## config.mk

```make
export PLATFORM = sky130hd
export DESIGN_NAME = fetch_icache
export DESIGN_NICKNAME = d
export VERILOG_FILES = /design/src/rtl/fetch_icache_pkg.sv /design/src/rtl/fetch_icache_array.sv /design/src/rtl/fetch_icache.sv
export SDC_FILE = /design/constraint.sdc
export NUM_CORES = 1
export LEC_CHECK = 0
export CAP_MARGIN = 20
export CORE_AREA = 2 2 230 232
export CTS_BUF_LIST = sky130_fd_sc_hd__clkbuf_8
export CTS_CLUSTER_SIZE = 8
export DETAILED_ROUTE_END_ITERATION = 8
export DIE_AREA = 0 0 232 234
export PLACE_DENSITY_LB_ADDON = 0.3
export SLEW_MARGIN = 20
export SYNTH_ARGS = -nofsm -noshare
export SYNTH_HDL_FRONTEND = slang
export SYNTH_SLANG_ARGS = --single-unit
export TNS_END_PERCENT = 50
```

## constraint.sdc

```tcl
create_clock -name clk -period 9.7 [get_ports clk]
set_input_delay 1.455 -clock clk [delete_from_list [all_inputs] [get_ports clk]]
set_output_delay 1.455 -clock clk [all_outputs]
set_load 0.1 [all_outputs]
```

## src/rtl/fetch_icache_pkg.sv

```systemverilog
// Shared constants and types for the direct-mapped instruction cache.
package fetch_icache_pkg;

    localparam int unsigned WORD_SIZE         = 16;
    localparam int unsigned ICACHE_LINE_WORDS = 4;
    localparam int unsigned ICACHE_NUM_LINES  = 8;

    typedef enum logic [0:0] {
        StIdle,
        StFill
    } state_e;

endpackage

```

## src/rtl/fetch_icache_array.sv

```systemverilog
// Valid/tag/data storage for the instruction cache; combinational read, one-word write.
module fetch_icache_array
    import fetch_icache_pkg::*;
#(
    parameter int unsigned WordSize  = WORD_SIZE,
    parameter int unsigned LineWords = ICACHE_LINE_WORDS,
    parameter int unsigned NumLines  = ICACHE_NUM_LINES,
    localparam int unsigned Ofs      = $clog2(LineWords),
    localparam int unsigned Idx      = $clog2(NumLines),
    localparam int unsigned TagW     = WordSize - Idx - Ofs
) (
    input  logic                clk_i,
    input  logic                rst_ni,
    input  logic [Idx-1:0]      rd_index_i,
    input  logic [Ofs-1:0]      rd_offset_i,
    output logic                rd_valid_o,
    output logic [TagW-1:0]     rd_tag_o,
    output logic [WordSize-1:0] rd_data_o,
    input  logic                wr_en_i,
    input  logic [Idx-1:0]      wr_index_i,
    input  logic [Ofs-1:0]      wr_offset_i,
    input  logic [WordSize-1:0] wr_data_i,
    input  logic                set_valid_i,
    input  logic [TagW-1:0]     set_tag_i,
    input  logic                clr_valid_i,
    input  logic [Idx-1:0]      clr_index_i,
    input  logic                clear_all_i
);

    logic [NumLines-1:0] valid_q, valid_d;
    logic [TagW-1:0]     tag_mem  [NumLines];
    logic [WordSize-1:0] data_mem [NumLines][LineWords];

    // Valid-bit update; clear-all overrides any per-line set/clear.
    always_comb begin
        valid_d = valid_q;
        if (clr_valid_i) valid_d[clr_index_i] = 1'b0;
        if (set_valid_i) valid_d[wr_index_i] = 1'b1;
        if (clear_all_i) valid_d = '0;
    end

    // Only the valid bits are reset; tag/data contents are don't-care until validated.
    always_ff @(posedge clk_i or negedge rst_ni) begin
        if (!rst_ni) valid_q <= '0;
        else         valid_q <= valid_d;
    end

    // Tag and data storage writes.
    always_ff @(posedge clk_i) begin
        if (wr_en_i)     data_mem[wr_index_i][wr_offset_i] <= wr_data_i;
        if (set_valid_i) tag_mem[wr_index_i] <= set_tag_i;
    end

    assign rd_valid_o = valid_q[rd_index_i];
    assign rd_tag_o   = tag_mem[rd_index_i];
    assign rd_data_o  = data_mem[rd_index_i][rd_offset_i];

endmodule

```

## src/rtl/fetch_icache.sv

```systemverilog
// Direct-mapped read-only instruction cache: zero-latency hits, whole-line fills on miss.
module fetch_icache #(
    parameter int unsigned WORD_SIZE  = fetch_icache_pkg::WORD_SIZE,
    parameter int unsigned LINE_WORDS = fetch_icache_pkg::ICACHE_LINE_WORDS,
    parameter int unsigned NUM_LINES  = fetch_icache_pkg::ICACHE_NUM_LINES
) (
    input  logic                 clk,
    input  logic                 reset_n,
    input  logic                 cpu_read,
    input  logic [WORD_SIZE-1:0] cpu_address,
    output logic [WORD_SIZE-1:0] cpu_data,
    output logic                 cpu_ready,
    input  logic                 flush,
    output logic                 mem_read,
    output logic [WORD_SIZE-1:0] mem_address,
    input  logic [WORD_SIZE-1:0] mem_data,
    input  logic                 mem_ack,
    output logic [WORD_SIZE-1:0] num_access,
    output logic [WORD_SIZE-1:0] num_miss
);
    import fetch_icache_pkg::state_e;
    import fetch_icache_pkg::StIdle;
    import fetch_icache_pkg::StFill;

    localparam int unsigned OFS = $clog2(LINE_WORDS);
    localparam int unsigned IDX = $clog2(NUM_LINES);
    localparam int unsigned TAG = WORD_SIZE - IDX - OFS;

    logic [OFS-1:0] cpu_ofs;
    logic [IDX-1:0] cpu_idx;
    logic [TAG-1:0] cpu_tag;
    assign {cpu_tag, cpu_idx, cpu_ofs} = cpu_address;

    state_e               state_q, state_d;
    logic [OFS-1:0]       k_q, k_d;
    logic [TAG-1:0]       fill_tag_q, fill_tag_d;
    logic [IDX-1:0]       fill_index_q, fill_index_d;
    logic [WORD_SIZE-1:0] num_access_q, num_access_d;
    logic [WORD_SIZE-1:0] num_miss_q, num_miss_d;

    logic                 rd_valid;
    logic [TAG-1:0]       rd_tag;
    logic [WORD_SIZE-1:0] rd_data;
    logic                 hit;
    logic                 wr_en, set_valid, clr_valid, clear_all;

    fetch_icache_array #(
        .WordSize  (WORD_SIZE),
        .LineWords (LINE_WORDS),
        .NumLines  (NUM_LINES)
    ) u_array (
        .clk_i       (clk),
        .rst_ni      (reset_n),
        .rd_index_i  (cpu_idx),
        .rd_offset_i (cpu_ofs),
        .rd_valid_o  (rd_valid),
        .rd_tag_o    (rd_tag),
        .rd_data_o   (rd_data),
        .wr_en_i     (wr_en),
        .wr_index_i  (fill_index_q),
        .wr_offset_i (k_q),
        .wr_data_i   (mem_data),
        .set_valid_i (set_valid),
        .set_tag_i   (fill_tag_q),
        .clr_valid_i (clr_valid),
        .clr_index_i (cpu_idx),
        .clear_all_i (clear_all)
    );

    // Lookup, fill sequencing, flush handling and counter next-state.
    always_comb begin
        state_d      = state_q;
        k_d          = k_q;
        fill_tag_d   = fill_tag_q;
        fill_index_d = fill_index_q;
        num_miss_d   = num_miss_q;
        wr_en        = 1'b0;
        set_valid    = 1'b0;
        clr_valid    = 1'b0;
        clear_all    = 1'b0;

        hit          = (state_q == StIdle) && cpu_read && rd_valid && (rd_tag == cpu_tag);
        cpu_ready    = hit;
        cpu_data     = hit ? rd_data : '0;
        num_access_d = num_access_q + WORD_SIZE'(hit);

        unique case (state_q)
            StIdle: begin
                if (flush) begin
                    // Flush beats a coincident miss; the miss simply recurs next cycle.
                    clear_all = 1'b1;
                end else if (cpu_read && !hit) begin
                    fill_tag_d   = cpu_tag;
                    fill_index_d = cpu_idx;
                    clr_valid    = 1'b1;
                    k_d          = '0;
                    num_miss_d   = num_miss_q + WORD_SIZE'(1);
                    state_d      = StFill;
                end
            end
            StFill: begin
                if (flush) begin
                    // Abort: any ack this cycle is dropped and the line stays invalid.
                    clear_all = 1'b1;
                    k_d       = '0;
                    state_d   = StIdle;
                end else if (mem_ack) begin
                    wr_en = 1'b1;
                    if (k_q == OFS'(LINE_WORDS - 1)) begin
                        set_valid = 1'b1;
                        k_d       = '0;
                        state_d   = StIdle;
                    end else begin
                        k_d = k_q + OFS'(1);
                    end
                end
            end
            default: state_d = StIdle;
        endcase
    end

    // State, fill registers and counters; reset abandons any fill in progress.
    always_ff @(posedge clk or negedge reset_n) begin
        if (!reset_n) begin
            state_q      <= StIdle;
            k_q          <= '0;
            fill_tag_q   <= '0;
            fill_index_q <= '0;
            num_access_q <= '0;
            num_miss_q   <= '0;
        end else begin
            state_q      <= state_d;
            k_q          <= k_d;
            fill_tag_q   <= fill_tag_d;
            fill_index_q <= fill_index_d;
            num_access_q <= num_access_d;
            num_miss_q   <= num_miss_d;
        end
    end

    // Request is a pure function of registered state, so it is glitch-free.
    assign mem_read    = (state_q == StFill);
    assign mem_address = {fill_tag_q, fill_index_q, k_q};
    assign num_access  = num_access_q;
    assign num_miss    = num_miss_q;

endmodule

```

; After elaboration in Yosys (flattened, before gate mapping)
; Memory sizes are Yosys's and may differ from the RTL's.
; Cells that the tools add are included.
[word_totals]
regBits = 57
ram_bits = 600
in_bits = 37
wordCells = 81
memories = 2
[mem_list]
columns = name, depth, word_bits, rd, rd_ports_with_merged_regs, write_ports, line_no
row1 = u_array.data_mem, 8, 64, 1, 0, 1, fetch_icache_array.sv:32  ; logic [WordSize-1:0] data_mem [NumLines][LineWords];
row2 = u_array.tag_mem, 8, 11, 1, 0, 1, fetch_icache_array.sv:31  ; logic [TagW-1:0] tag_mem [NumLines];
[op_classes]
addsub = 3
n_lt_le_gt_ge = 7
eq_ne = 5
muxes = 40
bitwise = 7
n_reduce_logical = 10
[op_table]
columns = operator, n
row1 = 2-to-1 mux 16 bit, 4
row2 = 2-to-1 mux 64 bit, 1
row3 = binary-select mux 16 bit (select 2 bit), 1
row4 = demux 16 bit (select 2 bit), 1
row5 = 2-to-1 mux 8 bit, 3
row6 = 2-to-1 mux 1 bit, 20
row7 = adder 16 x 1 -> 16 bit, 1
row8 = adder 16 x 1 -> 16 bit (second input constant), 1
row9 = equality test 11 bit, 1
row10 = 2-to-1 mux 2 bit, 5
row11 = bitwise AND 8 bit, 1
row12 = < comparator 3 x 4 -> 1 bit (second input constant), 2
row13 = inverter 8 bit, 1
row14 = OR 8 bit, 1
row15 = logical AND 1 bit, 7
row16 = demux 1 bit (select 3 bit), 2
row17 = >= comparator 3 x 1 -> 1 bit (second input constant), 2
row18 = >= comparator 3 bit (second input constant), 2
row19 = inverter 2 -> 3 bit, 2
row20 = AND reduction 3 bit, 2
row21 = case mux 2 bit (2 select lines), 1
row22 = binary-select mux 1 bit (select 3 bit), 1
row23 = < comparator 3 x 1 -> 1 bit (second input constant), 1
row24 = != test 3 bit (second input constant), 1
row25 = other kinds (7), 8

; Depth between registers and ports, before layout
; Gate-level depths: netlist of the first run.
[logic_depth]
depth_word = 13
depth_mapped = 18

; Modules after synthesis
; Synthesis of the first run repeated with hierarchy kept, for this count alone.
[unflattened]
hier_cells = 1502
area_unflattened_um2 = 26173.9
[by_module_without_submodules]
columns = module, n_inst, cells_per_inst, area_each_um2, seq_area_each_um2
row1 = fetch_icache_array, 1, 1308, 23867.9, 18217.5
row2 = fetch_icache, 1, 194, 2306.0, 1226.2

; Least setup slack after synthesis of the first run
; OpenSTA, ideal clock, no wires.
[synth_path]
path_type = input to output
start = input cpu_address[3]
end = output cpu_data[10]
arrival_time_ps = 4983
required_ps = 8245
slack_ps = 3262
cell_stages = 12
cell_sequence = buf_2 buf_2 buf_2 mux4_2 mux2i_1 xor2_1 nand3_1 or4_1 buf_2 clkbuf_1 clkbuf_1 nor2_1
[synth_between]
elab_chain_cells = 5
word_cells_on_any_way = 11
cone_classes = eq/ne: 1 / mux: 6 / reduce/logical: 2 / memory: 2
[synth_lines]
columns = item, line_no
row1 = "start, declared", fetch_icache.sv:10  ; input logic [WORD_SIZE-1:0] cpu_address,
row2 = memory (8 x 64 bit) / binary-select mux 1 bit (select 3 bit) (equally long branches), --
row3 = binary-select mux 16 bit (select 2 bit) / 2-to-1 mux 1 bit (equally long branches), "fetch_icache_array.sv:56, fetch_icache_array.sv:54"
row4 = 2-to-1 mux 16 bit (not written as such) / logical AND 1 bit (equally long branches) (2 in a row), "fetch_icache_array.sv:56, fetch_icache.sv:82"
row5 = 2-to-1 mux 16 bit *, fetch_icache.sv:84  ; cpu_data = hit ? rd_data : '0;
row6 = "end, declared", fetch_icache.sv:11  ; output logic [WORD_SIZE-1:0] cpu_data,
; Mark *: on every way between the ends. The rest lies on a longest branch, timed or not. The select of a mux whose other input is x is not followed.

; Worst setup path after layout of the first run
[layout_path]
start = input cpu_address[2]
end = output cpu_data[13]
; The elaborated chain is that of the path after synthesis.

==> results.toml, run 1 <==
[status]
status = "completed"

[synth]
avgSynthCellArea_um2 = 22.1
synth_top_area_cell = "edfxtp_1"
synth_area_leaders = "edfxtp_1 (70%), mux4_2 (16%), dfrtp_1 (5.6%)"
synthCells = 1159
yosysSeqAreaShare_pct = 75.9
synth.yosys.warnings = 0
syn_nets = 1203
ys_ff_latch = 657
synth-edff-count = 600
synth_area_um2 = 25600
synth_flop_cell = "edfxtp_1"
synth_top_area_share_pct = 70.4
async_flop_share_pct = 8.68
synth.distinct_cells = 39

[run]
maxCapViolations = 0

[worst_setup_path]
critPathRequiredTime_ns = 8.25
crit_path_max_fanout = 32
path_buf_inv = 4
cpMostUsedCell = "buf_4"
crit_family = "buffers and inverters"
max_stage_delay_ns = 1.16
crit_chain = "buf_4 > buf_4 > mux2i_1 > a22o_1 > nor3b_1 > o2111ai_1 > or4_1 > buf_4 > nor2_1 > clkdlybuf4s50_1"
slowest_stage = "clkdlybuf4s50_1"
arrival_ns = 5.52
startpoint_type = "input pin"
worstSetupPathType = "input pin to output port"
r2r_slack_ns = 6.13
crit_path_end_kind = "output port"

[global_route]
grt_max_degree = 98
antenna_found_initial = 2
first_global_vias = 12800
grt.overflow.total = 0
grt_first_pass_wirelength_um = 85000
grt_use_total_pct = 22.0

[place]
gp_congestion = 0.750
port_buffers = 102
dp_hpwl_um = 30800

[detailed_routing]
drtPass1Iterations = 7
routedWlPerCell_um = 27.6
ant_nets = 0
drt_iter0_drc = 1227
route.detailed.drc = 0
wl_um = 57800
vias = 12400
routed_via_density = 5.94

[clocking]
cts_root_buf = "clkbuf_8"
clk_latency_ns = 0.72
clkTransAtPathRegs_ns = 0.05
cts_tree = "done"
cts_resized = 0
post_cts_buffers = 0
htree_levels = 3
hold_buffers = 0
clockBufferDepth = 3
cts_buffers = 103
cts_sinks = 657

[timing]
max_slew.worst_pin.slew_ns = 1.09
finalClockSkew_ns = 0.0414
fin_tns_setup_ns = 0
slew_headroom_pct = 27.2
drv_slew = 0
fin_hold_ws_ns = 0.471
setup_viol = 0
layout_min_cycle_time_ns = 6.97
max_freq_mhz = 143
rsz0062_at_grt = "false"
fin_crit_sh_pct = 71.9
hold_viol = 0

[layout]
fill_cells = 3819
final_common_cell = "edfxtp_1"
area_delta_synth_final_pct = 14.9
mostFrequentLayoutCells = "edfxtp_1 (600), mux4_2 (181), clkbuf_8 (113), clkdlybuf4s50_1 (90), dfrtp_1 (57)"
drive_gt1_share_pct = 27.5
finalNetCount = 1379

[power]
clock_power_share_pct = 36.0
p_int_uw = 4410
power_uw = 5890
p_leak_uw = 0.00967
seqPwrFrac_pct = 54.5
ir_drop_mv = 0.132
power_frac_comb_pct = 9.4
power_switching_uw = 1480
switching_share_pct = 25.1
powerDensity_nw_per_um2 = 200

[floorplanning]
die_w_um = 232
core_um2 = 52000
io_pins = 103
rows = 84
die_h_um = 234
die-area_um2 = 54300
initial_core_util_pct = 49.2

[hold_path]
min_path_type = "register to register"
[through the flow]
stage / setup slack (ns) / instance area [um2] / cells / utilization (%)
final: 2.73 / 29400 / 2094 / 56.6
after detailed placement: 2.66 / 27600 / 1917 / 53.0
after floorplan: 3.26 / 25600 / 1159 / -
after global placement: 2.68 / 27600 / 1917 / 53.0
after global routing: 2.43 / 29400 / 2094 / 56.6
after CTS: 2.66 / 29400 / 2092 / 56.6
[final timing paths]
| check | start | end | cells past startpoint |
|---|---|---|---|
| worst max-delay path | cpu_address[2] | cpu_data[13] | 10 |
| worst min-delay path | num_access[15]$_DFF_PN0_ | num_access[15]$_DFF_PN0_ | 1 |
| worst max register to register | u_array.tag_mem[6][7]$_DFFE_PP_ | num_access[12]$_DFF_PN0_ | 13 |
| worst min register to register | num_access[15]$_DFF_PN0_ | num_access[15]$_DFF_PN0_ | 1 |
| max in group asynchronous | reset_n | num_access[13]$_DFF_PN0_ | 2 |
| min in group asynchronous | reset_n | fill_tag_q[8]$_DFFE_PN0P_ | 2 |
[kinds of logic after synthesis]
family	share of synthesized area, %
buf+inv	1.19
simple gates	2.56
flops	75.9
compound gates	0.699
mux	17.9
fa+ha+maj	0.342
xor+xnor	1.33
[cell usage after synthesis, drive strengths merged, types with 8 or more instances]
| master | instances |
|---|---|
| a31oi | 8 |
| and3 | 13 |
| buf | 30 |
| clkbuf | 31 |
| dfrtp | 57 |
| edfxtp | 600 |
| mux2 | 15 |
| mux2i | 32 |
| mux4 | 181 |
| nand2 | 15 |
| nand3 | 11 |
| nand4 | 12 |
| nor2 | 61 |
| o21ai | 10 |
| xnor2 | 25 |
| xor2 | 14 |
[worst register-to-register path, cell delays in order (launching register included)]
cell and delay [ns]:
edfxtp_1 0.36, mux4_2 0.47, mux2i_1 0.23, xor2_1 0.19, nand4_1 0.19, or4_1 0.51
buf_4 0.28, inv_1 0.14, ha_1 0.26, ha_1 0.29, nand2_1 0.12, nor2_1 0.16
nand2_1 0.08, xnor2_1 0.12
[power by group through the flow]
| stage | Sequential (uW) | Combinational [uW] | Clock, uW |
|---|---|---|---|
| after floorplan | 3440 | 206 | 0 |
| after global placement | 3270 | 555 | 0 |
| after detailed placement | 3270 | 561 | 0 |
| after CTS | 3220 | 562 | 2160 |
| after global routing | 3220 | 584 | 2290 |
| final | 3210 | 556 | 2120 |
[state kept, by name (all words and copies together) (netlist names)]
name              count
fill_index_q          3
k_q                   2
u_array.valid_q       8
mem_read              1
u_array.data_mem    512
num_access           16
u_array.tag_mem      88
fill_tag_q           11
num_miss             16
[routing by layer]
| layer | up-vias | part of all wire [%] | track usage, % |
|---|---|---|---|
| met3 | 92 | 8.1 | 5.52 |
| met5 | - | 0.023 | 0 |
| met2 | 546 | 49 | 35.3 |
| met1 | 6634 | 41 | 30.0 |
| li1 | 5173 | - | - |
| met4 | 2 | 2.1 | 6.55 |
[cell type report]
type,instances,area (um2),area share [%]
Multi-Input combinational cell,436,6030,20.5
Clock buffer,113,1560,5.29
Tap cell,688,861,2.93
Clock inverter,62,292,0.991
Sequential cell,657,19400,66.1
Antenna cell,1,2.50,0.00850
Timing Repair Buffer,132,1220,4.16
Inverter,5,18.8,0.0638
Note: power is estimated with default switching activity, not from simulation.
==> run 2, diff against run 1 <==
clock period = 6.1 ns   (was 9.7 ns; I/O delays follow)
==> results.toml, run 2 (synthesis gave the netlist of run 1 again) <==
[floorplanning]
die_w_um = 232
die_h_um = 234
core_um2 = 52000
initial_core_util_pct = 49.2
rows = 84
die-area_um2 = 54300
io_pins = 103

[detailed_routing]
routedWlPerCell_um = 25.9
routed_via_density = 5.82
drt_iter0_drc = 1176
vias = 12300
route.detailed.drc = 0
wl_um = 54900
ant_nets = 0
drtPass1Iterations = 5

[layout]
largest_register_ff_count = 512
final_common_cell = "edfxtp_1"
finalNetCount = 1395
mostFrequentLayoutCells = "edfxtp_1 (600), mux4_2 (181), clkbuf_8 (108), clkdlybuf4s50_1 (73), dfrtp_1 (57)"
top_regs = "u_array.data_mem x512, u_array.tag_mem x88"
area_delta_synth_final_pct = 15.8
post-route-util_pct = 57.0
max_flop_register = "u_array.data_mem"
drive_gt1_share_pct = 29.3
final_cell_area_um2 = 29700

[worst_setup_path]
crit_chain = "buf_4 > clkinv_1 > mux2i_1 > xor2_1 > o2111ai_1 > or4_1 > buf_4 > nor2_1 > buf_12"
max_stage_delay_ns = 0.58
crit-reg2reg-launch = "u_array.tag_mem[7][7]$_DFFE_PP_"
worstSetupPathType = "input pin to output port"
cpMostUsedCell = "buf_4"
rr_endpoint = "num_access[14]$_DFF_PN0_"
path_buf_inv = 4
reg2reg_depth = 13
critPathRequiredTime_ns = 5.18
arrival_ns = 3.99
crit_path_end_kind = "output port"
crit_path_max_fanout = 38
slowest_stage = "or4_1"
r2r_slack_ns = 2.53
startpoint_type = "input pin"
worstSetupPathDepth = 9
crit_family = "buffers and inverters"

[clocking]
clk_latency_ns = 0.70
cts_resized = 0
cts_sinks = 657
cts_root_buf = "clkbuf_8"
clkTransAtPathRegs_ns = 0.06
htree_levels = 3
clockBufferDepth = 3
cts_buffers = 105
hold_buffers = 0
cts_tree = "done"
post_cts_buffers = 0

[power]
p_leak_uw = 0.00984
ir_drop_mv = 0.176
powerDensity_nw_per_um2 = 314

[global_route]
grt_use_total_pct = 20.9
grt_max_degree = 94
grt.overflow.total = 0
grt_first_pass_wirelength_um = 81800
antenna_found_initial = 2
first_global_vias = 12700

[timing]
fin_crit_sh_pct = 80.3
max_slew.worst_pin.slew_ns = 1.13
layout_min_cycle_time_ns = 4.90
rsz0062_at_grt = "false"
fin_tns_setup_ns = 0
drv_slew = 0
finalClockSkew_ns = 0.0520
setup_viol = 0
max_freq_mhz = 204
hold_viol = 0
slew_headroom_pct = 24.2

[place]
gp_congestion = 0.774
placed_area_um2 = 27800
port_buffers = 102
dp_hpwl_um = 31400

[hold_path]
min_path_type = "input pin to async pin"

[status]
status = "completed"

[run]
maxCapViolations = 0
==> run 2: worst reg2reg max path, cell delays in order (launching register included) <==
cell      delay [ns]
edfxtp_1        0.37
mux4_2          0.48
mux2i_1         0.24
xor2_1          0.19
nand4_1         0.12
or4_1           0.53
buf_4           0.30
inv_1           0.19
ha_1            0.25
ha_1            0.28
nand2_1         0.12
nor2_1          0.15
nand2_1         0.08
xnor2_1         0.13
==> run 2: final cells by class <==
class	count	area [um2]
clock inverters	75	347
diodes	1	2.50
well taps	688	861
fillers	3825	22400
repair buffers	146	1540
inverters	5	18.8
flip-flops and latches	657	19400
multi-input cells	436	5960
clock buffers	108	1490
==> run 2: worst max path at each step <==
stage                    from           end  slack, ns
2_1_floorplan  cpu_address[3]  cpu_data[10]       0.74
3_3_place_gp   cpu_address[2]   cpu_data[7]       1.18
3_5_place_dp   cpu_address[2]   cpu_data[8]       1.11
4_1_cts        cpu_address[2]   cpu_data[9]       1.11
5_1_grt        cpu_address[2]   cpu_data[7]       0.95
6_report       cpu_address[2]   cpu_data[9]       1.20
==> run 2: report_power, final <==
part | switching [uW] | internal, uW
logic | 605 | 282
registers | 100 | 5010
clock network | 1650 | 1670
total | 2350 | 6970
==> run 2: per-stage QoR <==
step                      total power (uW)  setup WS [ns]  cells  hold slack [ns]
after floorplan                       5790          0.742   1159            0.551
after global placement                6080           1.18   1928            0.461
after detailed placement              6100           1.11   1931            0.468
after CTS                             9400           1.11   2114            0.355
after global routing                  9660          0.950   2116            0.401
final                                 9320           1.20   2116            0.371
==> run 2: routing by layer <==
metal / vias to the layer above / share of wire [%] / global-route usage, % / routed length (um)
met1: 6489 / 43 / 29.7 / 23500
met4: 2 / 2.2 / 5.95 / 1200
met5: - / 0.013 / 0 / 7
met2: 517 / 48 / 32.5 / 26100
li1: 5210 / - / - / -
met3: 91 / 7.6 / 5.06 / 4150
==> run 3, diff against run 2 <==
clock period = 4.88 ns   (was 6.1 ns; I/O delays follow)
==> results.toml, run 3 (synthesis gave the netlist of run 1 again) <==
[clocking]
cts_buffers = 104
cts_tree = "done"
clkTransAtPathRegs_ns = 0.06
cts_resized = 0
cts_sinks = 657
clockBufferDepth = 3
cts_root_buf = "clkbuf_8"
post_cts_buffers = 0
clk_latency_ns = 0.69
hold_buffers = 0
htree_levels = 3

[detailed_routing]
drt_iter0_drc = 1462
vias = 12500
wl_um = 58300
drtPass1Iterations = 5
ant_nets = 0
routedWlPerCell_um = 27.6
routed_via_density = 5.93
route.detailed.drc = 0

[timing]
hold_viol = 0
slew_headroom_pct = 22.3
drv_slew = 0
rsz0062_at_grt = "false"
setup_viol = 0
fin_crit_sh_pct = 86.1
fin_hold_ws_ns = 0.183
max_slew.worst_pin.slew_ns = 1.16
layout_min_cycle_time_ns = 4.20
max_freq_mhz = 238
finalClockSkew_ns = 0.0338

[layout]
mostFrequentLayoutCells = "edfxtp_1 (600), mux4_2 (181), clkbuf_8 (113), clkdlybuf4s50_1 (75), dfrtp_1 (57)"
top_regs = "u_array.data_mem x512, u_array.tag_mem x88"
post-route-util_pct = 57.2
area_delta_synth_final_pct = 16.2
largest_register_ff_count = 512
finalNetCount = 1389
drive_gt1_share_pct = 29.1
stdcell_count = 2107
max_flop_register = "u_array.data_mem"
final_common_cell = "edfxtp_1"

[global_route]
grt.overflow.total = 0
grt_max_degree = 94
antenna_found_initial = 1
grt_first_pass_wirelength_um = 85000
grt_use_total_pct = 22.0
first_global_vias = 12700

[worst_setup_path]
max_stage_delay_ns = 0.57
crit_family = "simple AND/OR/NAND/NOR gates"
r2r_slack_ns = 1.38
crit_path_max_fanout = 32
cpMostUsedCell = "buf_4"
path_buf_inv = 3
slowest_stage = "mux4_2"
worstSetupPathType = "input pin to output port"
rr_endpoint = "num_access[13]$_DFF_PN0_"
reg2reg_depth = 12
crit-reg2reg-launch = "u_array.tag_mem[7][7]$_DFFE_PP_"
startpoint_type = "input pin"
arrival_ns = 3.47
critPathRequiredTime_ns = 4.15
crit_chain = "buf_4 > mux4_2 > mux2i_1 > xor2_1 > nand4_1 > or4_1 > buf_4 > nor2_1 > buf_12"
crit_path_end_kind = "output port"

[place]
gp_congestion = 0.767
dp_hpwl_um = 32200
place_inst = 1926
port_buffers = 102

[floorplanning]
die_h_um = 234
io_pins = 103
core_um2 = 52000
die-area_um2 = 54300
initial_core_util_pct = 49.2
rows = 84
die_w_um = 232

[power]
seqPwrFrac_pct = 54.1
power_switching_uw = 2960
power_uw = 11800
p_int_uw = 8840
clock_power_share_pct = 36.4
power_frac_comb_pct = 9.5
p_leak_uw = 0.00982
ir_drop_mv = 0.237
switching_share_pct = 25.1
powerDensity_nw_per_um2 = 397

[status]
status = "completed"

[run]
maxCapViolations = 0

[hold_path]
min_path_type = "input pin to async pin"
run 3: changes by cell type in the layout (fill, tap and decap cells not counted), moves of 3 or more:
cell,delta
inv_1,-7
clkinv_2,-4
buf_8,-3
clkbuf_8,+5
nor2_2,-11
nor2_4,+11
buf_4,-4
run 3: area by class of cell:
class,count,area (um2)
clock inverter,66,335
inverter,5,18.8
antenna,1,2.50
tap,688,861
clock buffer,113,1560
multi-input combinational,436,6020
sequential,657,19400
timing repair buffer,141,1510
fill,3825,22300
run 3: worst max path at each step:
stage	startpoint	endpoint	slack [ns]	depth (start not counted)
after CTS	cpu_address[2]	cpu_data[11]	0.62	9
after floorplan	cpu_address[3]	cpu_data[10]	-0.11	12
after global routing	cpu_address[2]	cpu_data[10]	0.48	9
final	cpu_address[2]	cpu_data[11]	0.68	9
after detailed placement	cpu_address[2]	num_access[13]$_DFF_PN0_	0.54	13
after global placement	cpu_address[2]	num_access[12]$_DFF_PN0_	0.62	14
run 3: per-stage QoR:
step                      TNS, ns  instance area (um2)  setup WS (ns)
final                           0                29700          0.677
after global routing            0                29700          0.476
after CTS                       0                29800          0.622
after detailed placement        0                27900          0.535
after global placement          0                27900          0.618
after floorplan             -1.01                25600         -0.112
run 3: power by group through the flow:
| stage | combinational (uW) | sequential, uW | clock [uW] |
|---|---|---|---|
| after CTS | 1130 | 6390 | 4380 |
| after global routing | 1170 | 6400 | 4630 |
| after global placement | 1110 | 6490 | 0 |
| after floorplan | 409 | 6830 | 0 |
| after detailed placement | 1120 | 6500 | 0 |
| final | 1120 | 6390 | 4300 |
run 3: worst reg2reg max path: cells and delay by family (launching register included):
kind | cells | cell delay [ns]
fa+ha+maj | 1 | 0.24
mux | 2 | 0.66
flops | 1 | 0.35
buf+inv | 2 | 0.51
simple gates | 5 | 1.25
xor+xnor | 2 | 0.36
run 3: routing by layer:
layer	up-vias	GRT usage [%]	wire length, um
met5	-	0	0
met4	0	6.79	1410
met3	89	5.68	5090
met2	597	34.6	27900
met1	6614	30.6	23800
li1	5202	-	-
